<file path="config.mk">
export PLATFORM = sky130hd
export DESIGN_NAME = addsub_ctrl
export DESIGN_NICKNAME = d
export VERILOG_FILES = /design/src/rtl/addsub_ctrl.sv
export SDC_FILE = /design/constraint.sdc
export NUM_CORES = 1
export LEC_CHECK = 0
export CAP_MARGIN = 20
export CORE_AREA = 2 2 97 108
export DETAILED_ROUTE_END_ITERATION = 16
export DIE_AREA = 0 0 99 110
export GPL_ROUTABILITY_DRIVEN = 0
export PLACE_DENSITY_LB_ADDON = 0.25
export SLEW_MARGIN = 20
export SYNTH_ARGS = -nofsm -noshare
export SYNTH_HDL_FRONTEND = slang
export SYNTH_SLANG_ARGS = --single-unit
</file>
<file path="constraint.sdc">
create_clock -name clk -period 3.3 [get_ports clk]
set_clock_uncertainty 0.15 [all_clocks]
set_input_delay 0.825 -clock clk [delete_from_list [all_inputs] [get_ports clk]]
set_output_delay 0.825 -clock clk [all_outputs]
set_load 0.01 [all_outputs]
</file>
<file path="src/rtl/addsub_ctrl.sv">
// Sequencer for a 16-bit add/sub unit: runs one pass for 16-bit ops and two chained passes
// for 32-bit ops, with per-state handshake timeouts.
module addsub_ctrl (
    input  logic        clk,
    input  logic        rst_n,
    input  logic        req,
    input  logic        wide,
    input  logic        op_sub,
    input  logic        op_cin,
    input  logic [31:0] op_a,
    input  logic [31:0] op_b,
    output logic        busy,
    output logic        done,
    output logic [31:0] res,
    output logic        res_cout,
    output logic        err,
    output logic        cs,
    output logic [15:0] A,
    output logic [15:0] B,
    output logic        SUB,
    output logic        CIN,
    input  logic [15:0] SUM,
    input  logic        COUT,
    input  logic        rdy
);

    typedef enum logic [2:0] {IDLE, LO_REQ, LO_WAIT, HI_REQ, HI_WAIT, FIN} state_t;

    state_t      state_q;
    logic [15:0] a_hi_q, b_hi_q;
    logic        wide_q, sub_q;
    logic [2:0]  cnt_q;
    logic        done_q, cs_q, sub_o_q, cin_q, res_cout_q, err_q;
    logic [15:0] a_o_q, b_o_q;
    logic [31:0] res_q;

    logic in_req, in_wait, tmo;

    assign in_req  = (state_q == LO_REQ)  || (state_q == HI_REQ);
    assign in_wait = (state_q == LO_WAIT) || (state_q == HI_WAIT);
    // REQ phase gives the unit 4 cycles to go busy; WAIT phase gives it 8 cycles to finish.
    assign tmo     = (in_req && rdy && (cnt_q == 3'd3)) || (in_wait && !rdy && (cnt_q == 3'd7));

    always_ff @(posedge clk or negedge rst_n) begin
        if (!rst_n) begin
            state_q    <= IDLE;
            a_hi_q     <= '0;
            b_hi_q     <= '0;
            wide_q     <= 1'b0;
            sub_q      <= 1'b0;
            cnt_q      <= '0;
            done_q     <= 1'b0;
            cs_q       <= 1'b0;
            sub_o_q    <= 1'b0;
            cin_q      <= 1'b0;
            a_o_q      <= '0;
            b_o_q      <= '0;
            res_q      <= '0;
            res_cout_q <= 1'b0;
            err_q      <= 1'b0;
        end else begin
            done_q <= 1'b0;
            if (tmo) begin
                state_q    <= FIN;
                done_q     <= 1'b1;
                err_q      <= 1'b1;
                res_q      <= '0;
                res_cout_q <= 1'b0;
                cs_q       <= 1'b0;
                cnt_q      <= '0;
            end else begin
                case (state_q)
                    IDLE: begin
                        if (req && rdy) begin
                            state_q    <= LO_REQ;
                            a_hi_q     <= op_a[31:16];
                            b_hi_q     <= op_b[31:16];
                            wide_q     <= wide;
                            sub_q      <= op_sub;
                            cs_q       <= 1'b1;
                            a_o_q      <= op_a[15:0];
                            b_o_q      <= op_b[15:0];
                            sub_o_q    <= op_sub;
                            cin_q      <= op_cin & ~op_sub;
                            res_q      <= '0;
                            res_cout_q <= 1'b0;
                            err_q      <= 1'b0;
                            cnt_q      <= '0;
                        end
                    end
                    LO_REQ, HI_REQ: begin
                        if (!rdy) begin
                            state_q <= (state_q == LO_REQ) ? LO_WAIT : HI_WAIT;
                            cs_q    <= 1'b0;
                            cnt_q   <= '0;
                        end else begin
                            cnt_q <= cnt_q + 3'd1;
                        end
                    end
                    LO_WAIT: begin
                        if (rdy) begin
                            res_q[15:0] <= SUM;
                            res_cout_q  <= COUT;
                            cnt_q       <= '0;
                            if (wide_q) begin
                                // High pass is always an add; subtract is a + ~b with the low carry.
                                state_q <= HI_REQ;
                                cs_q    <= 1'b1;
                                a_o_q   <= a_hi_q;
                                b_o_q   <= sub_q ? ~b_hi_q : b_hi_q;
                                sub_o_q <= 1'b0;
                                cin_q   <= COUT;
                            end else begin
                                state_q <= FIN;
                                done_q  <= 1'b1;
                            end
                        end else begin
                            cnt_q <= cnt_q + 3'd1;
                        end
                    end
                    HI_WAIT: begin
                        if (rdy) begin
                            res_q[31:16] <= SUM;
                            res_cout_q   <= COUT;
                            state_q      <= FIN;
                            done_q       <= 1'b1;
                            cnt_q        <= '0;
                        end else begin
                            cnt_q <= cnt_q + 3'd1;
                        end
                    end
                    FIN: begin
                        state_q <= IDLE;
                        cnt_q   <= '0;
                    end
                    default: state_q <= IDLE;
                endcase
            end
        end
    end

    assign busy     = (state_q != IDLE);
    assign done     = done_q;
    assign res      = res_q;
    assign res_cout = res_cout_q;
    assign err      = err_q;
    assign cs       = cs_q;
    assign A        = a_o_q;
    assign B        = b_o_q;
    assign SUB      = sub_o_q;
    assign CIN      = cin_q;

endmodule

</file>
=== After elaboration in Yosys (flattened, before gate mapping) ===
Index checks and enable logic that the tools add are counted.

* Register bits after elaboration: 110
* Input port bits: 88
* Output and inout port bits: 71
* Word-level logic and storage cells: 119

* Add/sub/neg operators: 1
* Equal/unequal tests: 16
* Muxes and demuxes: 52
* Bitwise gates (word level): 4
* Reductions and logical operators: 30

{| class="wikitable"
|+ Operator list
! operator !! number
|-
| 2-to-1 mux 16 bit || 8
|-
| one-hot mux 16 bit (2 select lines) || 4
|-
| 2-to-1 mux 32 bit || 2
|-
| 2-to-1 mux 3 bit || 11
|-
| one-hot mux 3 bit (4 select lines) || 2
|-
| 2-to-1 mux 1 bit || 20
|-
| inverter 16 bit || 1
|-
| inequality test 3 bit, second input constant || 5
|-
| AND reduction 3 bit || 4
|-
| nonzero test 3 bit || 4
|-
| AND reduction 5 bit || 2
|-
| == test 3 x 2 -> 1 bit, second input constant || 3
|-
| == test 3 bit, second input constant || 3
|-
| one-hot mux 1 bit (2 select lines) || 4
|-
| inequality test 2 bit, second input constant || 3
|-
| nonzero test 2 bit || 3
|-
| logical AND 1 bit || 5
|-
| nonzero test 5 bit || 1
|-
| AND reduction 2 bit || 2
|-
| AND reduction 4 bit || 1
|-
| nonzero test 4 bit || 1
|-
| OR reduction 2 bit || 2
|-
| adder 3 x 1 -> 3 bit, second input constant || 1
|-
| == test 3 x 1 -> 1 bit, second input constant || 1
|-
| 7 further kinds || 10
|}

=== Logic depth before layout (Yosys ltp) ===
* Depth in word-level cells: 7
* Depth in mapped cells: 9
* Depth with buffers taken out: 7

=== Worst setup path before layout ===
No wires, ideal clock.

* Path type: input to register
* Start point: in rdy
* End point: reg b_o_q[10] (netlist: B[10])
* Setup time: 126 ps
* Arrival: 2340 ps
* Data required time: 3024 ps
* Setup slack: 684 ps
* Cell stages on the path: 8
* Buffers on the path: 3
* Path through: clkbuf_1 nand2b_1 o31ai_4 o21ai_2 and2_1 buf_2 buf_6 a221o_1

* Cells in the longest elaborated chain, start to end: 6
* Elaborated cells between the ends (all ways): 11
* Those cells by class: eq/ne: 2; bitwise: 1; reduce/logical: 8

{| class="wikitable"
|+ Ends and longest elaborated chain
! what !! RTL line !! source
|-
| from (decl) || 24 || <nowiki>input logic rdy</nowiki>
|-
| logical NOT 1 bit || -- ||
|-
| logical AND 1 bit (2 in a row) || 42 || <nowiki>assign tmo = (in_req && rdy && (cnt_q == 3'd3)) || (in_wait && !rdy && (cnt_q == 3'd7));</nowiki>
|-
| logical OR 1 bit || 42 ||
|-
| inverter 1 bit (no line) || -- ||
|-
| AND reduction 5 bit (no line) * || -- ||
|-
| to (signal assigned) || 82 || <nowiki>b_o_q <= op_b[15:0];</nowiki>
|-
| to (signal assigned) || 110 || <nowiki>b_o_q <= sub_q ? ~b_hi_q : b_hi_q;</nowiki>
|-
| to (decl) || 34 || <nowiki>logic [15:0] a_o_q, b_o_q;</nowiki>
|}

Every way passes the cells marked *; elsewhere a longest branch is shown, timed or not.
A chain may end at the register's enable or synchronous reset.

=== Worst setup path in the final report ===
* Start point: reg state_q[0]
* End point: out busy

* Cells in the longest elaborated chain, start to end: 1

{| class="wikitable"
|+ Ends and longest elaborated chain
! what !! RTL line !! source
|-
| from (decl) || 29 || <nowiki>state_t state_q;</nowiki>
|-
| from (signal assigned) || 93 || <nowiki>state_q <= (state_q == LO_REQ) ? LO_WAIT : HI_WAIT;</nowiki>
|-
| nonzero test 3 bit || 142 || <nowiki>assign busy = (state_q != IDLE);</nowiki>
|-
| to (decl) || 12 || <nowiki>output logic busy,</nowiki>
|}

No other way between the ends.

==> summary.txt <==
GRT
  • Largest net degree at the start of global routing: 55
  • Remaining global-route overflow: 0
  • GRT Util Overall: 22.81%
  • Initial antenna violation count: 0
  • First-pass GRT wire length: 19730 um
  • Vias in the first global route: 4079

Clocking
  • Post-CTS Hold Buffers: 0
  • CTS root buf: clkbuf_8
  • Htree depth: 3
  • Cts bufs inserted: 9
  • Sink Count: 110
  • Clk slew on worst S/H paths: 100 ps
  • Insertion delay to the later sink of the worst-skew pair: 360 ps
  • CTS tree: built
  • Postcts setup bufs: 0
  • Cells resized by post-CTS repair: 0
  • Max Root-Sink Buffers: 2

Setup path
  • Crit path capture: busy
  • Cells on worst reg2reg path: 7
  • CP max-delay cell: nor3_1
  • Crit. End Element: output port
  • Slowest stage delay, CP: 610 ps
  • Critical Path Stages: 3
  • Worst R2R Start: cnt_q[0]$_DFFE_PN0P_
  • CP Launch Point: state_q[0]$_DFFE_PN0P_
  • Worst path required time: 2320 ps
  • Critical R2R Capture: res[2]$_DFFE_PN0P_
  • Arrival time at the worst endpoint: 2060 ps
  • Top Family by Delay on Critical Path: buffers and inverters
  • Reg2reg setup slack: 530 ps
  • Kind of critical path: flip-flop to output port
  • Worst path cell trace: nor3_1, inv_1, clkdlybuf4s50_1
  • WP buf/inv: 2
  • Startpoint Class: flip-flop
  • Crit Path Max Fanout: 4

Cells and area
  • Antenna cells: 0
  • Final core utilization: 69.23%
  • Synthesis-to-finish area growth: 40.41%
  • Layout cell share with drive strength beyond 1: 5.680%
  • Post-layout nets: 755
  • Final instance area: 6748 um2

Pwr
  • Comb power frac: 42.7%
  • Net Sw Frac: 35.29%
  • Power consumption: 0.005513 W
  • Seq pwr share: 41.4%
  • Clock Power Share: 15.9%
  • Psw: 0.001945 W
  • Power Internal: 0.003568 W
  • Maximum VDD drop: 0.3731 mV
  • Leakage: 3.025 nW
  • PD cells: 817.0 nW/um2

Placed design
  • Placement Cell Area: 6533 um2
  • Port buffer count: 158
  • Place WS: 76.38 ps
  • Post-DP HPWL: 8777 um

Logic synthesis
  • Netlist cell types: 41
  • Synth top area cells: dfrtp_1 57%, nand2_1 11%, o21ai_0 4.0%
  • Syn_nets: 608
  • Synth warn: 0
  • Area of the mapped netlist: 4806 um2
  • Syn_area_per_cell: 9.296 um2
  • Commonest cells in the netlist: 139 x nand2_1, 110 x dfrtp_1, 39 x inv_1
  • Synth Instances: 517
  • Area share of the largest cell type after synthesis: 57.28%
  • Post-synth EDFFs: 0
  • Cell taking the most area after synthesis: dfrtp_1
  • Post-synth ARST share: 100.0%
  • FF+latch count, synth: 110
  • Count leader, synth: nand2_1
  • Synth Flop Type: dfrtp_1
  • Seq/Total Area, Yosys: 57.28%

STA
  • Final max-slew violation count: 0
  • TNS Setup: 0 ps
  • Worst slew pin tran: 1018 ps
  • Final cycle utilization of the critical path: 91.97%
  • Max_slew headroom: 32.15%
  • Min Tclk post-route: 3035 ps
  • Final setup viols: 0
  • Final Hold Vio Count: 0
  • Final Worst Setup Slack: 265.0 ps
  • Fmax: 0.3295 GHz
  • RSZ-0062 raised after global routing: false

Floorplan
  • Die height: 110 um
  • Initial Util: 49.31%
  • Die ar.: 10890 um2
  • Row count: 38
  • Die width: 99 um
  • Core Box Area: 9747 um2
  • I/O pins: 159

Drt
  • Routed len/inst: 15.64 um
  • DR pass1 iterations: 5
  • Routed wire length: 12340 um
  • Antenna-violating nets left: 0
  • Routed via count: 4169
  • Post-route DRC: 0
  • Detailed Route Iter0 Violations: 199
  • Vias/cell: 5.284

Flow run
  • Max cap viols: 0

Min path
  • Hold Crit Class: input port to asynchronous set/reset pin

Status
  • Status: finished, final reports clean
[per-layer routing]
metal	vias up	routed length [um]	GRT usage (%)
met4	0	268	8.611
met2	122	6129	37.79
met3	18	548	3.972
li1	2000	-	-
met5	-	0	0
met1	2029	5392	30.44
[per-stage QoR]
stage / std cells / hold slack (ps)
after global routing: 789 / 350.4
after CTS: 789 / 339.0
after global placement: 773 / 310.3
final: 789 / 335.2
after detailed placement: 773 / 313.8
after floorplan: 517 / 296.5
[worst reg2reg max path, delay by kind of cell (launching register included)]
| family | cells | cell delay [ps] |
|---|---|---|
| buffers and inverters | 1 | 210 |
| and+or+nand+nor | 1 | 180 |
| DFF | 1 | 410 |
| AOI/OAI and AO/OA | 3 | 1200 |
| adders and majority gates | 2 | 460 |
[registers in the layout, summed over array words and instances (netlist names)]
signal / flops
A: 16
B: 16
CIN: 1
SUB: 1
a_hi_q: 16
b_hi_q: 16
cnt_q: 3
cs: 1
done: 1
err: 1
res: 32
res_cout: 1
state_q: 3
sub_q: 1
wide_q: 1
[layout make-up]
cell class | count | area (um2)
clock buffer | 11 | 131.4
fill | 779 | 2999
inverter | 39 | 146.4
clock inverter | 5 | 83.83
multi-input combinational | 333 | 1782
sequential | 110 | 2753
timing repair buffer | 171 | 1702
tap | 120 | 150.1
[how the worst min path moves through the flow]
stage          slack (ps)                   start                     end
2_1_floorplan         300   a_hi_q[0]$_DFFE_PN0P_   a_hi_q[0]$_DFFE_PN0P_
3_3_place_gp          310  a_hi_q[13]$_DFFE_PN0P_  a_hi_q[13]$_DFFE_PN0P_
3_5_place_dp          310   a_hi_q[9]$_DFFE_PN0P_   a_hi_q[9]$_DFFE_PN0P_
4_1_cts               340   a_hi_q[9]$_DFFE_PN0P_   a_hi_q[9]$_DFFE_PN0P_
5_1_grt               350   a_hi_q[2]$_DFFE_PN0P_   a_hi_q[2]$_DFFE_PN0P_
6_report              340                   rst_n        A[5]$_DFFE_PN0P_
[power groups by stage]
| stage | sequential, W | clock, W | combinational [W] |
|---|---|---|---|
| after floorplan | 0.00237 | 0 | 0.00114 |
| after global placement | 0.00229 | 0 | 0.00229 |
| after detailed placement | 0.00230 | 0 | 0.00236 |
| after CTS | 0.00228 | 0.000900 | 0.00237 |
| after global routing | 0.00235 | 0.000952 | 0.00258 |
| final | 0.00228 | 0.000879 | 0.00235 |
[kinds of logic (layout without fill, tap and decap cells)]
| kind of cell | Yosys count | after routing | share of synthesized area [%] |
|---|---|---|---|
| adders and majority gates | 3 | 3 | 0.7811 |
| buffers and inverters | 74 | 226 | 6.300 |
| xor gates and xnor gates | 17 | 17 | 3.254 |
| AOI/OAI and AO/OA | 114 | 114 | 15.31 |
| DFF | 110 | 110 | 57.28 |
| and+or+nand+nor | 198 | 198 | 16.85 |
| muxes | 1 | 1 | 0.2343 |
[cells in the final DEF (no fill, tap or decap), types with 2 or more instances in the layout]
master	count
and2_1	2
clkinvlp_4	2
o31ai_1	2
o21ai_0	38
nor3_1	2
dfrtp_1	110
inv_1	39
buf_4	12
clkdlybuf4s50_1	157
o22ai_1	19
ha_1	3
xnor2_1	16
buf_12	2
a21oi_1	25
nor2_1	25
clkbuf_1	2
bufinv_16	2
nand2_1	139
clkbuf_8	9
a221o_1	16
nor3_2	2
nand3_1	18
nand2b_1	3
(Power assumes the default switching activity.)
